$ cat config.mk
export PLATFORM = sky130hd
export DESIGN_NAME = dds_spi_master_flat
export DESIGN_NICKNAME = d
export VERILOG_FILES = /design/src/rtl/dds_spi_master_if.sv /design/src/rtl/dds_spi_master.sv /design/src/flat_wrapper.sv
export SDC_FILE = /design/constraint.sdc
export NUM_CORES = 1
export LEC_CHECK = 0
export BUFFER_PORTS_ARGS = -buffer_cell sky130_fd_sc_hd__buf_4
export CAP_MARGIN = 20
export CORE_ASPECT_RATIO = 2
export CORE_UTILIZATION = 35
export DETAILED_ROUTE_END_ITERATION = 12
export GPL_TIMING_DRIVEN = 0
export SLEW_MARGIN = 20
export SYNTH_ARGS = -nofsm -noshare
export SYNTH_HDL_FRONTEND = slang
export SYNTH_SLANG_ARGS = --single-unit
export TNS_END_PERCENT = 1
$ cat constraint.sdc
create_clock -name APB_0_axiclk -period 6.5 [get_ports APB_0_axiclk]
set_input_delay 1.625 -clock APB_0_axiclk [delete_from_list [all_inputs] [get_ports APB_0_axiclk]]
set_output_delay 1.625 -clock APB_0_axiclk [all_outputs]
set_load 0.02 [all_outputs]
$ cat src/rtl/dds_spi_master_if.sv
// Command/status bus between the DDS APB register block (master) and the
// SPI engine (slave).
interface dds_spi_master_if;
  logic        Start;
  logic        WR;
  logic [31:0] DataOut;
  logic        Busy;
  logic [31:0] DataIn;

  modport master (output Start, WR, DataOut, input Busy, DataIn);
  modport slave  (input Start, WR, DataOut, output Busy, DataIn);
endinterface

$ cat src/rtl/dds_spi_master.sv
// 32-bit mode-0 SPI frame engine for the external DDS chip.
// Define DDS_SPI_IO_UPDATE_EN to follow write frames with an IO_UPDATE pulse.
module dds_spi_master #(
  parameter int unsigned CLK_DIV  = 4,
  parameter int unsigned UPDATE_W = 4
) (
  input  logic            APB_0_axiclk,
  input  logic            APB_0_aresetn,
  dds_spi_master_if.slave bus,
  output logic            dds_sclk,
  output logic            dds_csn,
  output logic            dds_sdo,
  input  logic            dds_sdi,
  output logic            dds_io_update
);

  localparam int unsigned CNT_W  = 8;
  localparam int unsigned BIT_W  = 5;
  localparam int unsigned WORD_W = 32;
  localparam logic [CNT_W-1:0] DIV_LAST = CNT_W'(CLK_DIV - 1);

  if (CLK_DIV < 1 || CLK_DIV > 255 || UPDATE_W < 1 || UPDATE_W > 255) begin : g_bad_cfg
    $error("dds_spi_master: CLK_DIV and UPDATE_W must be in 1..255");
  end

`ifdef DDS_SPI_IO_UPDATE_EN
  typedef enum logic [2:0] {S_IDLE, S_SETUP, S_SHIFT, S_HOLD, S_UPDATE} state_e;
  localparam logic [CNT_W-1:0] UPD_LAST = CNT_W'(UPDATE_W - 1);
  logic upd_q, upd_d;
`else
  typedef enum logic [1:0] {S_IDLE, S_SETUP, S_SHIFT, S_HOLD} state_e;
`endif

  state_e             state_q, state_d;
  logic [CNT_W-1:0]   cnt_q, cnt_d;
  logic [BIT_W-1:0]   bit_q, bit_d;
  logic [WORD_W-1:0]  shreg_q, shreg_d;
  logic [WORD_W-1:0]  rxreg_q, rxreg_d;
  logic [WORD_W-1:0]  datain_q, datain_d;
  logic               wr_q, wr_d;
  logic               busy_q, busy_d;
  logic               sclk_q, sclk_d;
  logic               csn_q, csn_d;
  logic               div_done_c;

  // Next-state and output logic; every register holds by default.
  always_comb begin
    state_d  = state_q;
    cnt_d    = cnt_q;
    bit_d    = bit_q;
    shreg_d  = shreg_q;
    rxreg_d  = rxreg_q;
    datain_d = datain_q;
    wr_d     = wr_q;
    busy_d   = busy_q;
    sclk_d   = sclk_q;
    csn_d    = csn_q;
`ifdef DDS_SPI_IO_UPDATE_EN
    upd_d    = upd_q;
`endif
    div_done_c = (cnt_q == DIV_LAST);

    case (state_q)
      S_IDLE: begin
        if (bus.Start) begin
          shreg_d = bus.DataOut;
          wr_d    = bus.WR;
          busy_d  = 1'b1;
          csn_d   = 1'b0;
          cnt_d   = '0;
          bit_d   = '0;
          state_d = S_SETUP;
        end
      end

      S_SETUP: begin
        if (div_done_c) begin
          cnt_d   = '0;
          state_d = S_SHIFT;
        end else begin
          cnt_d = cnt_q + 8'd1;
        end
      end

      S_SHIFT: begin
        if (div_done_c) begin
          cnt_d  = '0;
          sclk_d = ~sclk_q;
          if (!sclk_q) begin
            rxreg_d = {rxreg_q[WORD_W-2:0], dds_sdi};
            bit_d   = bit_q + 5'd1;
          end else if (bit_q == '0) begin
            // Bit counter wrapped on the 32nd rising edge: this is the last
            // falling edge, so the line keeps the final bit through HOLD.
            state_d = S_HOLD;
          end else begin
            shreg_d = {shreg_q[WORD_W-2:0], 1'b0};
          end
        end else begin
          cnt_d = cnt_q + 8'd1;
        end
      end

      S_HOLD: begin
        if (div_done_c) begin
          cnt_d = '0;
          csn_d = 1'b1;
`ifdef DDS_SPI_IO_UPDATE_EN
          if (wr_q) begin
            upd_d   = 1'b1;
            state_d = S_UPDATE;
          end else begin
            datain_d = rxreg_q;
            busy_d   = 1'b0;
            state_d  = S_IDLE;
          end
`else
          if (!wr_q) begin
            datain_d = rxreg_q;
          end
          busy_d  = 1'b0;
          state_d = S_IDLE;
`endif
        end else begin
          cnt_d = cnt_q + 8'd1;
        end
      end

`ifdef DDS_SPI_IO_UPDATE_EN
      S_UPDATE: begin
        if (cnt_q == UPD_LAST) begin
          cnt_d   = '0;
          upd_d   = 1'b0;
          busy_d  = 1'b0;
          state_d = S_IDLE;
        end else begin
          cnt_d = cnt_q + 8'd1;
        end
      end
`endif

      default: state_d = S_IDLE;
    endcase
  end

  always_ff @(posedge APB_0_axiclk or negedge APB_0_aresetn) begin
    if (!APB_0_aresetn) begin
      state_q  <= S_IDLE;
      cnt_q    <= '0;
      bit_q    <= '0;
      shreg_q  <= '0;
      rxreg_q  <= '0;
      datain_q <= '0;
      wr_q     <= 1'b0;
      busy_q   <= 1'b0;
      sclk_q   <= 1'b0;
      csn_q    <= 1'b1;
`ifdef DDS_SPI_IO_UPDATE_EN
      upd_q    <= 1'b0;
`endif
    end else begin
      state_q  <= state_d;
      cnt_q    <= cnt_d;
      bit_q    <= bit_d;
      shreg_q  <= shreg_d;
      rxreg_q  <= rxreg_d;
      datain_q <= datain_d;
      wr_q     <= wr_d;
      busy_q   <= busy_d;
      sclk_q   <= sclk_d;
      csn_q    <= csn_d;
`ifdef DDS_SPI_IO_UPDATE_EN
      upd_q    <= upd_d;
`endif
    end
  end

  // The shift register MSB is the registered serial data pin.
  assign dds_sdo    = shreg_q[WORD_W-1];
  assign dds_sclk   = sclk_q;
  assign dds_csn    = csn_q;
  assign bus.Busy   = busy_q;
  assign bus.DataIn = datain_q;
`ifdef DDS_SPI_IO_UPDATE_EN
  assign dds_io_update = upd_q;
`else
  assign dds_io_update = 1'b0;
`endif

endmodule

$ cat src/flat_wrapper.sv
// flat-port wrapper written by rule: the top's interface ports become plain ports
module dds_spi_master_flat 
#(
  parameter int unsigned CLK_DIV  = 4,
  parameter int unsigned UPDATE_W = 4
)
  (APB_0_axiclk, APB_0_aresetn, dds_sclk, dds_csn, dds_sdo, dds_sdi, dds_io_update, bus_Start, bus_WR, bus_DataOut, bus_Busy, bus_DataIn);
  dds_spi_master_if bus_i ();
  input  logic APB_0_axiclk;
  input  logic APB_0_aresetn;
  output logic dds_sclk;
  output logic dds_csn;
  output logic dds_sdo;
  input  logic dds_sdi;
  output logic dds_io_update;
  input wire logic [$bits(bus_i.Start)-1:0] bus_Start;
  input wire logic [$bits(bus_i.WR)-1:0] bus_WR;
  input wire logic [$bits(bus_i.DataOut)-1:0] bus_DataOut;
  output wire logic [$bits(bus_i.Busy)-1:0] bus_Busy;
  output wire logic [$bits(bus_i.DataIn)-1:0] bus_DataIn;
  assign bus_i.Start = bus_Start;
  assign bus_i.WR = bus_WR;
  assign bus_i.DataOut = bus_DataOut;
  assign bus_Busy = bus_i.Busy;
  assign bus_DataIn = bus_i.DataIn;
  dds_spi_master #(.CLK_DIV(CLK_DIV), .UPDATE_W(UPDATE_W)) u_core (.APB_0_axiclk(APB_0_axiclk), .APB_0_aresetn(APB_0_aresetn), .bus(bus_i), .dds_sclk(dds_sclk), .dds_csn(dds_csn), .dds_sdo(dds_sdo), .dds_sdi(dds_sdi), .dds_io_update(dds_io_update));
endmodule
==> results of run 1 <==
[flip-flops by register name, indices dropped and copies added (netlist names)]
register,count
u_core.shreg_q,32
u_core.cnt_q,8
u_core.bus.Busy,1
u_core.rxreg_q,32
u_core.bus.DataIn,32
u_core.wr_q,1
u_core.dds_csn,1
u_core.state_q,2
u_core.bit_q,5
u_core.dds_sclk,1
[per-layer routing]
layer | global-route usage | vias up | wire length [um]
met3 | 0.0411 | 18 | 353
met4 | 0.0819 | 0 | 266
li1 | - | 1486 | -
met5 | 0 | - | 0
met1 | 0.146 | 1572 | 3610
met2 | 0.249 | 67 | 5090
[cell usage after synthesis, drive strengths merged]
cell / instances
nor2: 9
buf: 13
o21ai: 7
o22a: 1
o32ai: 1
nand2b: 3
inv: 9
conb: 1
nand4: 1
or4: 1
nor2b: 1
dfstp: 1
nand3: 5
clkbuf: 6
o31ai: 2
a41oi: 1
dfrtp: 114
mux2i: 2
or4b: 2
nor4b: 2
a31oi: 6
and3: 3
nand2: 10
a22o: 1
or3: 3
a21o: 1
nor3: 4
ha: 8
a2111oi: 1
nand3b: 1
o22ai: 2
a21oi: 10
mux2: 130
[area by class of cell]
cell class	instances	area, sq um	area share
inverters	9	33.8	0.00521
plain buffers	19	114	0.0176
flip-flops and latches	115	2880	0.444
repair buffers	73	572	0.0882
multi-input cells	219	2040	0.314
clock inverters	12	154	0.0237
clock buffers	20	457	0.0704
well taps	189	236	0.0365
[how the worst min path moves through the flow]
stage | start | end | cells past startpoint
after global routing | u_core.rxreg_q[31] | u_core.rxreg_q[31] | 1
final | u_core.shreg_q[2] | u_core.shreg_q[2] | 1
after global placement | u_core.shreg_q[2] | u_core.shreg_q[2] | 1
after detailed placement | u_core.shreg_q[2] | u_core.shreg_q[2] | 1
after CTS | u_core.shreg_q[2] | u_core.shreg_q[2] | 1
after floorplan | u_core.shreg_q[2] | u_core.shreg_q[2] | 1
[through the flow]
step | instance area (sq um) | total power (W)
final | 6480 | 0.00268
after global routing | 6480 | 0.00284
after CTS | 6480 | 0.00272
after detailed placement | 5870 | 0.00175
after global placement | 5840 | 0.00172
after floorplan | 5060 | 0.00155
[worst reg2reg max path, cell delays in order, from the launching register on]
cell and delay, ns:
dfrtp_1 0.41, inv_1 0.12, ha_1 0.15, clkbuf_1 0.34
mux2i_1 0.62, a21oi_1 0.23, buf_2 0.27, mux2_1 0.33
[power breakdown]
group	internal, W	switching [W]
Clock	0.000623	0.000328
Combinational	0.000409	0.000353
Sequential	0.000874	0.0000913
[cells by family (layout without fill, tap and decap cells)]
kind of cell	Yosys count	after routing	share of synthesized area
flops	115	115	0.569
mux	132	132	0.293
buf+inv	28	133	0.0292
fa+ha+maj	8	8	0.0198
simple gates	45	45	0.0484
other cells	1	1	0.000741
compound gates	33	33	0.0403
==> flow_summary.ini, run 1 <==
[critical_path]
crit_fanout = 10
cp_num_cells = 5
worstReg2RegEnd = u_core.shreg_q[2]
cp_slowest_cell = mux2i_1
worstPathRequired_ns = 6.79
crit_type = input port to flip-flop
critPathTopFamily = multiplexers
rrSetupSlack_ns = 3.91
crit_end = u_core.shreg_q[2]
cp-start-kind = input port
startpoint = bus_Start
r2r_start = u_core.state_q[0]
crit_buf_inv = 2
setup.worst_path.end_class = flip-flop
cpPeakStageDelay_ns = 0.52
arrival_ns = 3.11
cp_cell_sequence = buf_4 -> mux2i_1 -> a21oi_1 -> buf_2 -> mux2_1
ff2ff_path_depth = 7

[floorplan]
ios = 74
dieArea_sq_mm = 0.0150
num_rows = 61
die_w_um = 87.1
coreArea_sq_mm = 0.0140
die_h_um = 172
start_util = 0.361

[clock_network]
cts.sinks = 115
cts_root_buf = clkbuf_16
numCtsBuffers = 17
hold_buffers = 0
clk_pin_slew_ns = 0.05
htreeDepth = 4
cts_resized = 0
cts_setup_buffers = 0
cts.path.max_buffers = 2
cts_tree = built
worstSkewPairLatency_ns = 0.41

[timing]
relSlewSlack = 0.519
hold_viol = 0
min_period_ns = 2.83
skew_ns = 0.00726
setup_viol = 0
min_period_over_period = 0.435
fin_ws_ns = 3.67
tightest_slew_ns = 0.722
max_freq_mhz = 354
rsz0062_at_grt = no
fin_hold_ws_ns = 0.482
drv_slew = 0
setup_tns_ns = 0

[global_route]
grt_use_total = 0.141
grt_pass1_wl_um = 15900
grt_max_degree = 66
antenna_found_initial = 0
grt_pass1_vias = 3420
gr-total-overflow = 0

[routing]
viasPerCell = 4.79
wl_um = 9320
vias = 3143
first_iter_violations = 82
dr.pass1.iters = 4
drc = 0
ant_nets = 0
wl_per_cell_um = 14.2

[synth]
netlist.area_leader.share = 0.563
syn_nets = 407
postSynthAreaPerCell_sq_um = 14.0
syn_inst = 362
ys_seq_area_frac = 0.569
synth.cell_area_sq_mm = 0.00506
synth_seq_cells = 115
synth_top_cell_by_area = dfrtp_1
ys_warn_count = 0
ys_types = 40
netlist_top_cells_area = dfrtp_1 56%, mux2_2 29%, ha_1 2.0%, a21oi_1 0.99%, buf_6 0.89%

[cells_and_area]
layout_commonest_cell = mux2_2
finalNonFillerCells = 656
drive_above_1_share = 0.535
fillers = 1324
syn_to_final_growth_pct = 28.0
final_cell_mix = 129 x mux2_2, 114 x dfrtp_1, 72 x buf_4
antenna_cells = 0
final_nets = 499
fin_util = 0.462

[run_status]
outcome = finished clean

[power_and_ir_drop]
powerDensity_mw_per_mm2 = 413
leakage_nw = 3.13
peakVddDrop_mv = 0.279

[placement]
dp_hpwl_um = 6660
numPortBuffers = 72
dp.cells = 624
dpl_worst_slack_ns = 3.25
gp_congestion = 0.756

[min_path]
hold_path.class = flip-flop to flip-flop

[job]
cap_violations = 0
Note: power is estimated with default switching activity, not from simulation.
==> inputs of run 2 (changes only) <==
clock period = 2.5 ns   (was 6.5 ns; I/O delays follow)
==> flow_summary.ini, run 2 (synthesized netlist as in run 1, its figures left out) <==
[run_status]
outcome = finished clean

[global_route]
use_met3 = 0.0411
grt_use_met1 = 0.146
grt_pass1_wl_um = 15900
grt_pass1_vias = 3419
grt_use_total = 0.141
antenna_found_initial = 0
grt.busiest_layer = met2
grtUsageMet2 = 0.248
grt_max_degree = 66
gr-total-overflow = 0

[clock_network]
cts_setup_buffers = 0
cts_tree = built
worstSkewPairLatency_ns = 0.41
cts.sinks = 115
numCtsBuffers = 17
hold_buffers = 0
cts_root_buf = clkbuf_16
htreeDepth = 4
clk_pin_slew_ns = 0.06
cts.path.max_buffers = 2
cts_resized = 2

[cells_and_area]
antenna_cells = 0
multi_input_area_sq_mm = 0.00206
regArea_sq_mm = 0.00288
layout_commonest_cell = mux2_2
syn_to_final_growth_pct = 28.4
final_cell_mix = 129 x mux2_2, 114 x dfrtp_1, 72 x buf_4
final_nets = 499
drive_above_1_share = 0.548
fillers = 1322

[min_path]
hold_path.class = input port to asynchronous set/reset pin

[timing]
setup_tns_ns = 0
drv_slew = 0
max_freq_mhz = 420
hold_viol = 0
tightest_slew_ns = 0.726
min_period_ns = 2.38
skew_ns = 0.00718
fin_ws_ns = 0.121
rsz0062_at_grt = yes
setup_viol = 0
min_period_over_period = 0.951
relSlewSlack = 0.516

[placement]
dpl_worst_slack_ns = -0.0876
numPortBuffers = 72
gp_congestion = 0.756
dp_hpwl_um = 6660

[job]
cap_violations = 0

[routing]
viasPerCell = 4.79
drc = 0
vias = 3145
ant_nets = 0
wl_per_cell_um = 14.2
first_iter_violations = 79
dr.pass1.iters = 4
wl_um = 9330

[critical_path]
setup.worst_path.end_class = flip-flop
worstPathRequired_ns = 2.79
worstReg2RegEnd = u_core.shreg_q[2]
cp-start-kind = flip-flop
arrival_ns = 2.67
r2r_start = u_core.state_q[0]
ff2ff_path_depth = 7
crit_type = flip-flop to flip-flop
rrSetupSlack_ns = 0.12
crit_fanout = 10

[floorplan]
coreArea_sq_mm = 0.0140
die_h_um = 172
die_w_um = 87.1
num_rows = 61
start_util = 0.361
dieArea_sq_mm = 0.0150
ios = 74

[power_and_ir_drop]
peakVddDrop_mv = 0.725
leakage_nw = 3.13
finalPower_w = 0.00699
powerDensity_mw_per_mm2 = 1070
==> run 2: layout make-up <==
cell class / count / share of cell area
Tap cell: 189 / 0.0364
Clock buffer: 20 / 0.0702
Sequential cell: 115 / 0.443
Timing Repair Buffer: 73 / 0.0879
Clock inverter: 12 / 0.0237
Multi-Input combinational cell: 219 / 0.316
Inverter: 9 / 0.00519
Buffer: 19 / 0.0179
==> run 2: routing by layer <==
metal	part of all wire	up-vias	wire length, um
met1	0.39	1574	3610
li1	-	1490	-
met5	0	-	0
met2	0.55	63	5100
met4	0.029	0	266
met3	0.037	18	347
==> run 2: how the worst max path moves through the flow <==
| stage | to | cells past startpoint | start |
|---|---|---|---|
| floorplan | u_core.shreg_q[2] | 7 | u_core.state_q[0] |
| global placement | u_core.shreg_q[2] | 7 | u_core.state_q[0] |
| detailed placement | u_core.shreg_q[21] | 7 | u_core.state_q[0] |
| CTS | u_core.shreg_q[26] | 6 | u_core.cnt_q[0] |
| global route | u_core.shreg_q[2] | 7 | u_core.state_q[0] |
| finish | u_core.shreg_q[2] | 7 | u_core.state_q[0] |
==> run 2: worst max-delay path, cell delays in order (launching register included) <==
cell,delay [ns]
dfrtp_1,0.41
inv_1,0.12
ha_1,0.15
clkbuf_1,0.37
mux2i_2,0.52
a21oi_2,0.13
buf_2,0.24
mux2_1,0.32
==> run 2: metrics by stage <==
| step | utilization | cells | hold slack (ns) | cell area [sq um] |
|---|---|---|---|---|
| detailed placement | 0.418 | 624 | 0.476 | 5870 |
| global placement | 0.416 | 623 | 0.471 | 5840 |
| floorplan | - | 362 | 0.329 | 5060 |
| CTS | 0.462 | 656 | 0.161 | 6490 |
| finish | 0.463 | 656 | 0.159 | 6500 |
| global route | 0.463 | 656 | 0.189 | 6500 |
==> run 2: power breakdown <==
group | switching [W] | total, W | internal (W)
Combinational | 0.000930 | 0.00201 | 0.00108
Clock | 0.000852 | 0.00247 | 0.00162
Sequential | 0.000238 | 0.00251 | 0.00227
Total | 0.00202 | 0.00699 | 0.00497
